## src/rtl/sump2_lb_arbiter_if.sv

```systemverilog
// Local-bus port bundle shared by the SUMP2 arbiter's upstream masters and its
// downstream slave. "master" is the side that issues wr/rd pulses; "slave" is
// the side that answers them and reports a full holding slot via busy.
interface sump2_lb_arbiter_if;
  logic        lb_wr;
  logic        lb_rd;
  logic [31:0] lb_addr;
  logic [31:0] lb_wr_d;
  logic [31:0] lb_rd_d;
  logic        lb_rd_rdy;
  logic        busy;

  modport master (
    output lb_wr, lb_rd, lb_addr, lb_wr_d,
    input  lb_rd_d, lb_rd_rdy
  );

  modport slave (
    input  lb_wr, lb_rd, lb_addr, lb_wr_d,
    output lb_rd_d, lb_rd_rdy, busy
  );
endinterface

```

## src/rtl/sump2_lb_arbiter.sv

```systemverilog
// Two-master round-robin arbiter in front of the single SUMP2 local-bus slave.
// Each master owns a one-deep holding slot; the FSM replays one held access at
// a time to the slave and returns read data (or ERR_DATA on timeout) to the
// master that issued it.
module sump2_lb_arbiter #(
  parameter int unsigned TIMEOUT_CYC  = 255,
  parameter int unsigned TIMEOUT_BITS = 8,
  parameter logic [31:0] ERR_DATA     = 32'hDEAD_BEEF
) (
  input  logic              clk_lb,
  input  logic              reset_n,
  sump2_lb_arbiter_if.slave  m0_if,
  sump2_lb_arbiter_if.slave  m1_if,
  sump2_lb_arbiter_if.master s_if,
  output logic              err_timeout,
  output logic              err_drop
);

  typedef enum logic [1:0] {
    ST_IDLE    = 2'd0,
    ST_WR      = 2'd1,  // slave write pulse is on the bus this cycle
    ST_WAIT_RD = 2'd2,
    ST_GAP     = 2'd3   // dead cycle; releases the granted slot
  } state_t;

  localparam logic [TIMEOUT_BITS-1:0] TMO_LAST = TIMEOUT_BITS'(TIMEOUT_CYC);
  localparam logic [TIMEOUT_BITS-1:0] TMO_ONE  = TIMEOUT_BITS'(1);

  // Upstream requests gathered into index-able form (bit/entry N = master N).
  logic [1:0]  req_wr_w;
  logic [1:0]  req_rd_w;
  logic [31:0] req_addr_w  [2];
  logic [31:0] req_wdata_w [2];

  assign req_wr_w       = {m1_if.lb_wr, m0_if.lb_wr};
  assign req_rd_w       = {m1_if.lb_rd, m0_if.lb_rd};
  assign req_addr_w[0]  = m0_if.lb_addr;
  assign req_addr_w[1]  = m1_if.lb_addr;
  assign req_wdata_w[0] = m0_if.lb_wr_d;
  assign req_wdata_w[1] = m1_if.lb_wr_d;

  state_t                  state_q, state_d;
  logic [1:0]              slot_full_q, slot_full_d;
  logic [1:0]              slot_wr_q, slot_wr_d;
  logic [31:0]             slot_addr_q [2];
  logic [31:0]             slot_addr_d [2];
  logic [31:0]             slot_wdata_q [2];
  logic [31:0]             slot_wdata_d [2];
  logic                    grant_q, grant_d;
  logic                    last_grant_q, last_grant_d;
  logic [TIMEOUT_BITS-1:0] tmo_q, tmo_d;
  logic                    s_wr_q, s_wr_d;
  logic                    s_rd_q, s_rd_d;
  logic [31:0]             s_addr_q, s_addr_d;
  logic [31:0]             s_wdata_q, s_wdata_d;
  logic [31:0]             rd_data_q [2];
  logic [31:0]             rd_data_d [2];
  logic [1:0]              rd_rdy_q, rd_rdy_d;
  logic                    err_tmo_q, err_tmo_d;
  logic                    err_drop_q, err_drop_d;
  logic                    pick;
  logic [1:0]              free;

  // State register: every output and slot bit is a flop cleared by reset_n.
  always_ff @(posedge clk_lb or negedge reset_n) begin
    if (!reset_n) begin
      state_q      <= ST_IDLE;
      slot_full_q  <= 2'b00;
      slot_wr_q    <= 2'b00;
      grant_q      <= 1'b0;
      last_grant_q <= 1'b1;  // m0 wins the first tie
      tmo_q        <= '0;
      s_wr_q       <= 1'b0;
      s_rd_q       <= 1'b0;
      s_addr_q     <= 32'h0000_0000;
      s_wdata_q    <= 32'h0000_0000;
      rd_rdy_q     <= 2'b00;
      err_tmo_q    <= 1'b0;
      err_drop_q   <= 1'b0;
      for (int n = 0; n < 2; n++) begin
        slot_addr_q[n]  <= 32'h0000_0000;
        slot_wdata_q[n] <= 32'h0000_0000;
        rd_data_q[n]    <= 32'h0000_0000;
      end
    end else begin
      state_q      <= state_d;
      slot_full_q  <= slot_full_d;
      slot_wr_q    <= slot_wr_d;
      grant_q      <= grant_d;
      last_grant_q <= last_grant_d;
      tmo_q        <= tmo_d;
      s_wr_q       <= s_wr_d;
      s_rd_q       <= s_rd_d;
      s_addr_q     <= s_addr_d;
      s_wdata_q    <= s_wdata_d;
      rd_rdy_q     <= rd_rdy_d;
      err_tmo_q    <= err_tmo_d;
      err_drop_q   <= err_drop_d;
      for (int n = 0; n < 2; n++) begin
        slot_addr_q[n]  <= slot_addr_d[n];
        slot_wdata_q[n] <= slot_wdata_d[n];
        rd_data_q[n]    <= rd_data_d[n];
      end
    end
  end

  // Next-state: arbitration FSM, slave replay, read return and slot capture.
  always_comb begin
    state_d      = state_q;
    slot_full_d  = slot_full_q;
    slot_wr_d    = slot_wr_q;
    grant_d      = grant_q;
    last_grant_d = last_grant_q;
    tmo_d        = tmo_q;
    s_wr_d       = 1'b0;
    s_rd_d       = 1'b0;
    s_addr_d     = s_addr_q;
    s_wdata_d    = s_wdata_q;
    rd_rdy_d     = 2'b00;
    err_tmo_d    = err_tmo_q;
    err_drop_d   = err_drop_q;
    pick         = 1'b0;
    free         = 2'b00;
    for (int n = 0; n < 2; n++) begin
      slot_addr_d[n]  = slot_addr_q[n];
      slot_wdata_d[n] = slot_wdata_q[n];
      rd_data_d[n]    = rd_data_q[n];
    end

    case (state_q)
      ST_IDLE: begin
        if (|slot_full_q) begin
          pick         = (&slot_full_q) ? ~last_grant_q : slot_full_q[1];
          grant_d      = pick;
          last_grant_d = pick;
          s_addr_d     = slot_addr_q[pick];
          s_wdata_d    = slot_wdata_q[pick];
          if (slot_wr_q[pick]) begin
            s_wr_d  = 1'b1;
            state_d = ST_WR;
          end else begin
            s_rd_d  = 1'b1;
            tmo_d   = '0;
            state_d = ST_WAIT_RD;
          end
        end else begin
          state_d = ST_IDLE;
        end
      end
      ST_WR: begin
        state_d = ST_GAP;
      end
      ST_WAIT_RD: begin
        // Real data beats the timeout when both land in the same cycle.
        if (s_if.lb_rd_rdy) begin
          rd_data_d[grant_q] = s_if.lb_rd_d;
          rd_rdy_d[grant_q]  = 1'b1;
          state_d            = ST_GAP;
        end else if (tmo_q == TMO_LAST) begin
          rd_data_d[grant_q] = ERR_DATA;
          rd_rdy_d[grant_q]  = 1'b1;
          err_tmo_d          = 1'b1;
          state_d            = ST_GAP;
        end else begin
          tmo_d = tmo_q + TMO_ONE;
        end
      end
      ST_GAP: begin
        free[grant_q] = 1'b1;
        state_d       = ST_IDLE;
      end
      default: begin
        state_d = ST_IDLE;
      end
    endcase

    // A request only lands in an empty slot; a slot being freed this cycle
    // still counts as full, so its owner's request is dropped.
    for (int n = 0; n < 2; n++) begin
      if (req_wr_w[n] || req_rd_w[n]) begin
        if (slot_full_q[n]) begin
          err_drop_d = 1'b1;
        end else begin
          slot_full_d[n]  = 1'b1;
          slot_wr_d[n]    = req_wr_w[n];  // wr+rd together is a write
          slot_addr_d[n]  = req_addr_w[n];
          slot_wdata_d[n] = req_wdata_w[n];
        end
      end
      if (free[n]) begin
        slot_full_d[n] = 1'b0;
      end
    end
  end

  assign m0_if.lb_rd_d   = rd_data_q[0];
  assign m0_if.lb_rd_rdy = rd_rdy_q[0];
  assign m0_if.busy      = slot_full_q[0];
  assign m1_if.lb_rd_d   = rd_data_q[1];
  assign m1_if.lb_rd_rdy = rd_rdy_q[1];
  assign m1_if.busy      = slot_full_q[1];
  assign s_if.lb_wr      = s_wr_q;
  assign s_if.lb_rd      = s_rd_q;
  assign s_if.lb_addr    = s_addr_q;
  assign s_if.lb_wr_d    = s_wdata_q;
  assign err_timeout     = err_tmo_q;
  assign err_drop        = err_drop_q;

endmodule
```

## src/flat_wrapper.sv

```systemverilog
// flat-port wrapper written by rule: the top's interface ports become plain ports
module sump2_lb_arbiter_flat 
#(
  parameter int unsigned TIMEOUT_CYC  = 255,
  parameter int unsigned TIMEOUT_BITS = 8,
  parameter logic [31:0] ERR_DATA     = 32'hDEAD_BEEF
)
  (clk_lb, reset_n, err_timeout, err_drop, m0_if_lb_wr, m0_if_lb_rd, m0_if_lb_addr, m0_if_lb_wr_d, m0_if_lb_rd_d, m0_if_lb_rd_rdy, m0_if_busy, m1_if_lb_wr, m1_if_lb_rd, m1_if_lb_addr, m1_if_lb_wr_d, m1_if_lb_rd_d, m1_if_lb_rd_rdy, m1_if_busy, s_if_lb_wr, s_if_lb_rd, s_if_lb_addr, s_if_lb_wr_d, s_if_lb_rd_d, s_if_lb_rd_rdy);
  sump2_lb_arbiter_if m0_if_i ();
  sump2_lb_arbiter_if m1_if_i ();
  sump2_lb_arbiter_if s_if_i ();
  input  logic clk_lb;
  input  logic reset_n;
  output logic err_timeout;
  output logic err_drop;
  input wire logic [$bits(m0_if_i.lb_wr)-1:0] m0_if_lb_wr;
  input wire logic [$bits(m0_if_i.lb_rd)-1:0] m0_if_lb_rd;
  input wire logic [$bits(m0_if_i.lb_addr)-1:0] m0_if_lb_addr;
  input wire logic [$bits(m0_if_i.lb_wr_d)-1:0] m0_if_lb_wr_d;
  output wire logic [$bits(m0_if_i.lb_rd_d)-1:0] m0_if_lb_rd_d;
  output wire logic [$bits(m0_if_i.lb_rd_rdy)-1:0] m0_if_lb_rd_rdy;
  output wire logic [$bits(m0_if_i.busy)-1:0] m0_if_busy;
  input wire logic [$bits(m1_if_i.lb_wr)-1:0] m1_if_lb_wr;
  input wire logic [$bits(m1_if_i.lb_rd)-1:0] m1_if_lb_rd;
  input wire logic [$bits(m1_if_i.lb_addr)-1:0] m1_if_lb_addr;
  input wire logic [$bits(m1_if_i.lb_wr_d)-1:0] m1_if_lb_wr_d;
  output wire logic [$bits(m1_if_i.lb_rd_d)-1:0] m1_if_lb_rd_d;
  output wire logic [$bits(m1_if_i.lb_rd_rdy)-1:0] m1_if_lb_rd_rdy;
  output wire logic [$bits(m1_if_i.busy)-1:0] m1_if_busy;
  output wire logic [$bits(s_if_i.lb_wr)-1:0] s_if_lb_wr;
  output wire logic [$bits(s_if_i.lb_rd)-1:0] s_if_lb_rd;
  output wire logic [$bits(s_if_i.lb_addr)-1:0] s_if_lb_addr;
  output wire logic [$bits(s_if_i.lb_wr_d)-1:0] s_if_lb_wr_d;
  input wire logic [$bits(s_if_i.lb_rd_d)-1:0] s_if_lb_rd_d;
  input wire logic [$bits(s_if_i.lb_rd_rdy)-1:0] s_if_lb_rd_rdy;
  assign m0_if_i.lb_wr = m0_if_lb_wr;
  assign m0_if_i.lb_rd = m0_if_lb_rd;
  assign m0_if_i.lb_addr = m0_if_lb_addr;
  assign m0_if_i.lb_wr_d = m0_if_lb_wr_d;
  assign m0_if_lb_rd_d = m0_if_i.lb_rd_d;
  assign m0_if_lb_rd_rdy = m0_if_i.lb_rd_rdy;
  assign m0_if_busy = m0_if_i.busy;
  assign m1_if_i.lb_wr = m1_if_lb_wr;
  assign m1_if_i.lb_rd = m1_if_lb_rd;
  assign m1_if_i.lb_addr = m1_if_lb_addr;
  assign m1_if_i.lb_wr_d = m1_if_lb_wr_d;
  assign m1_if_lb_rd_d = m1_if_i.lb_rd_d;
  assign m1_if_lb_rd_rdy = m1_if_i.lb_rd_rdy;
  assign m1_if_busy = m1_if_i.busy;
  assign s_if_lb_wr = s_if_i.lb_wr;
  assign s_if_lb_rd = s_if_i.lb_rd;
  assign s_if_lb_addr = s_if_i.lb_addr;
  assign s_if_lb_wr_d = s_if_i.lb_wr_d;
  assign s_if_i.lb_rd_d = s_if_lb_rd_d;
  assign s_if_i.lb_rd_rdy = s_if_lb_rd_rdy;
  sump2_lb_arbiter #(.TIMEOUT_CYC(TIMEOUT_CYC), .TIMEOUT_BITS(TIMEOUT_BITS), .ERR_DATA(ERR_DATA)) u_core (.clk_lb(clk_lb), .reset_n(reset_n), .m0_if(m0_if_i), .m1_if(m1_if_i), .s_if(s_if_i), .err_timeout(err_timeout), .err_drop(err_drop));
endmodule
```

## config.mk

```make
export PLATFORM = sky130hd
export DESIGN_NAME = sump2_lb_arbiter_flat
export DESIGN_NICKNAME = d
export VERILOG_FILES = /design/src/rtl/sump2_lb_arbiter_if.sv /design/src/rtl/sump2_lb_arbiter.sv /design/src/flat_wrapper.sv
export SDC_FILE = /design/constraint.sdc
export NUM_CORES = 1
export LEC_CHECK = 0
export ABC_AREA = 1
export CAP_MARGIN = 10
export CORE_MARGIN = 2
export CORE_UTILIZATION = 49
export CTS_CLUSTER_SIZE = 12
export DETAILED_ROUTE_END_ITERATION = 10
export PLACE_DENSITY = 0.8
export SYNTH_ARGS = -nofsm -noshare
export SYNTH_HDL_FRONTEND = slang
export SYNTH_SLANG_ARGS = --single-unit
```

## constraint.sdc

```tcl
create_clock -name clk_lb -period 1.72 [get_ports clk_lb]
set_clock_uncertainty 0.05 [all_clocks]
set_input_delay 0.344 -clock clk_lb [delete_from_list [all_inputs] [get_ports clk_lb]]
set_output_delay 0.344 -clock clk_lb [all_outputs]
set_load 0.005 [all_outputs]
```

==> run metrics <==
cell count of the worst reg-to-reg path=9; Combinational Power Share=42.2%; CP Launch Point=u_core.tmo_q[1]$_DFFE_PN0P_; Synth Area in Compound Gates=8.85%; HPWL Detailed=21.0 mm; Overflow after GRT=0; post-synthesis cell type count=29; Slew @ Worst Pin=397 ps; Final Slew Violations=0; most common cell after layout, fill and taps aside=dfrtp_1; Boundary Pins=303; multi-input logic area=4210 µm²; FILL cells=1715; Syn Inst Count=1085; Yosys top cell area share=59.7%; Detailed Route Iter0 Violations=522; Critical Path RT=2090 ps; clock latency on the worst-skew pair=530 ps; Leak=0.00761 µW; H-tree levels=1; Synth Area in Adders=0.539%; WP data arrival=2040 ps; period utilization=97.1%; Sequential Area=6960 µm²; DRC errors left=0; Core Region=23300 µm²; met3 Usage GRT=5.50%; initial core utilization=49.7%; TritonCTS clock tree=done; standard-cell row count=56; P per Cell Area=1880 nW/µm²; P_sw=10600 µW; Final Wtd Congestion=0.791; Cell Int Power=20200 µW; max-cap violations=0; overall routing resource usage=24.1%; GR peak layer=met2; Global Route met2 Usage=40.2%; CTS Buf Count=29; root buffer cell=clkbuf_16; XOR/XNOR Fraction of Synth Area=0%; met1 global-route usage=30.7%; Critical Setup Path Class=register to register; commonest non-fill, non-tap cells in the layout=277 x dfrtp_1, 230 x nand2_1, 165 x clkdlybuf4s50_1; Tmin final=1670 ps; cell taking the most area after synthesis=dfrtp_1; CP endpoint kind=register; sw frac=34.4%; detailed-route via count=9273; area of the mapped netlist=11600 µm²; sequential power share=37.6%; Nets=1604; Max VDD drop=0.914 mV; DRT antenna net count=0; yosys warns=0; first-pass GRT wire length=47.4 mm; Mapped Nets=1257; Startpoint Class=register; PortBufs=302; Final Hold Vio Count=0; routed vias/inst=5.25; Routed Wire Length=31.2 mm; RSZ-0062 raised after global routing=yes; RR Startpoint=u_core.tmo_q[1]$_DFFE_PN0P_; Die Area=24900 µm²; top post-synthesis cells by area=dfrtp_1 60%, mux2_2 13%, nand2_1 7.6%, nor2_1 4.6%, a31oi_1 3.5%; simple-gate share of the synthesized area=13.6%; main combinational cell family by area after synthesis=simple AND/OR/NAND/NOR gates; Pre-antenna DRT Iters=5; Max FO, Critical Path=6; Worst-path clk slew=60 ps; initial antenna violation count=1; Yosys reg bits=278; Clock Power Share=20.3%; sequential fraction of the synthesis area=60.0%; layout cells sized above 1=20.9%; Final setup viols=0; Die W=158 µm; drt wl/cell=17.6 µm; Die Ht=158 µm; Synth Area per Inst=10.7 µm²; slew margin rel.=73.3%; clock buffer depth=3; outcome=completed; post-synthesis mux area share=12.6%; cell area after layout=16400 µm²; clk sinks=278; DP Area=15300 µm²; Hold Slack=223 ps; pin count of the biggest net entering global routing=52; min-delay worst type=input pin to asynchronous set/reset pin; synthesis-to-layout area growth=41.5%; fmax=0.599 GHz; vias in the first global route=9309
## routing by layer
layer  vias up  wire, µm  part of all wire (%)
met1      4549     12500                    40
met5         -         0                     0
met2       344     15300                    49
li1       4308         -                     -
met4         0      1120                   3.6
met3        72      2310                   7.4
## final timing paths
kind                                                        end  slack [ps]
max in group asynchronous       u_core.last_grant_q$_DFFE_PN1P_         780
min in group clk_lb        u_core.m0_if.lb_rd_d[20]$_DFFE_PN0P_         350
max                        u_core.m1_if.lb_rd_d[12]$_DFFE_PN0P_          50
min                        u_core.m1_if.lb_rd_d[24]$_DFFE_PN0P_         220
min reg2reg                           u_core.err_drop$_DFF_PN0_         430
max reg2reg                u_core.m1_if.lb_rd_d[12]$_DFFE_PN0P_          50
## cell type report
class	instances	area share [%]
inverters	36	0.838
well taps	319	2.43
clock buffers	41	5.12
diodes	1	0.0152
repair buffers	379	23.0
clock inverters	5	0.632
multi-input cells	708	25.6
flip-flops and latches	278	42.4
## sequential cells by signal, summed over array words and instances (netlist names), 2 cells and up
register	cells
u_core.s_if.lb_addr	32
u_core.rd_rdy_q	2
u_core.s_if.lb_wr_d	32
u_core.tmo_q	8
u_core.slot_full_q	2
u_core.m0_if.lb_rd_d	32
u_core.slot_wr_q	2
u_core.m1_if.lb_rd_d	32
u_core.slot_wdata_q	64
u_core.slot_addr_q	64
u_core.state_q	2
## metrics by stage
stage               setup WS [ps]  total power (µW)  TNS (ps)  std cells  util, %
floorplan                     190             18700         0       1085        -
global placement             -361             24400    -32960       1689     65.4
detailed placement           -396             25000    -37800       1689     65.4
CTS                          12.3             30500         0       1754     69.4
global route                -19.4             32900      -143       1767     70.4
finish                       50.4             30800         0       1767     70.4
## timing repair
action	in CTS	in global routing
setup endpoints to repair	143	56
pin swaps	1	3
setup buffers	18	6
cloned	0	6
hold buffers	1	0
hold endpoints to repair	264	0
gates resized for setup	140	15
## cell families (layout without fill, tap and decap cells)
family	count (synthesis)	count (layout)
AND/OR/NAND/NOR	403	404
flip-flops	278	278
AO/OA/AOI/OAI	169	169
multiplexers	130	130
buffers and inverters	100	461
adder cells (fa/ha/maj)	5	5
other	0	1
## critical path: stages, from the launching register on
cell and delay, ps:
dfrtp_1 380, ha_2 200, nand2_2 90, nor2_4 120, nand2_2 80, nand2_4 150
nand3_4 170, clkbuf_16 200, nand2_1 70, o21ai_2 50
## power groups by stage
stage | Combinational, µW | Sequential [µW] | Clock, µW
2_1_floorplan | 7290 | 11400 | 0
3_3_place_gp | 12800 | 11600 | 0
3_5_place_dp | 13300 | 11700 | 0
4_1_cts | 12700 | 11500 | 6340
5_1_grt | 14400 | 12000 | 6610
6_report | 13000 | 11600 | 6240
## cell usage after synthesis (all sizes together)
library cell and count:
dfrtp 277, nand2 239, nor2 145, mux2 130, o21ai 77, a31oi 64
buf 56, inv 36, a21oi 24, nand3 15, clkbuf 8, ha 5
a22oi 2, or2 2, a21boi 1, a31o 1, dfstp 1, nand3b 1
nand4 1
Power figures use the tool's default switching activity.
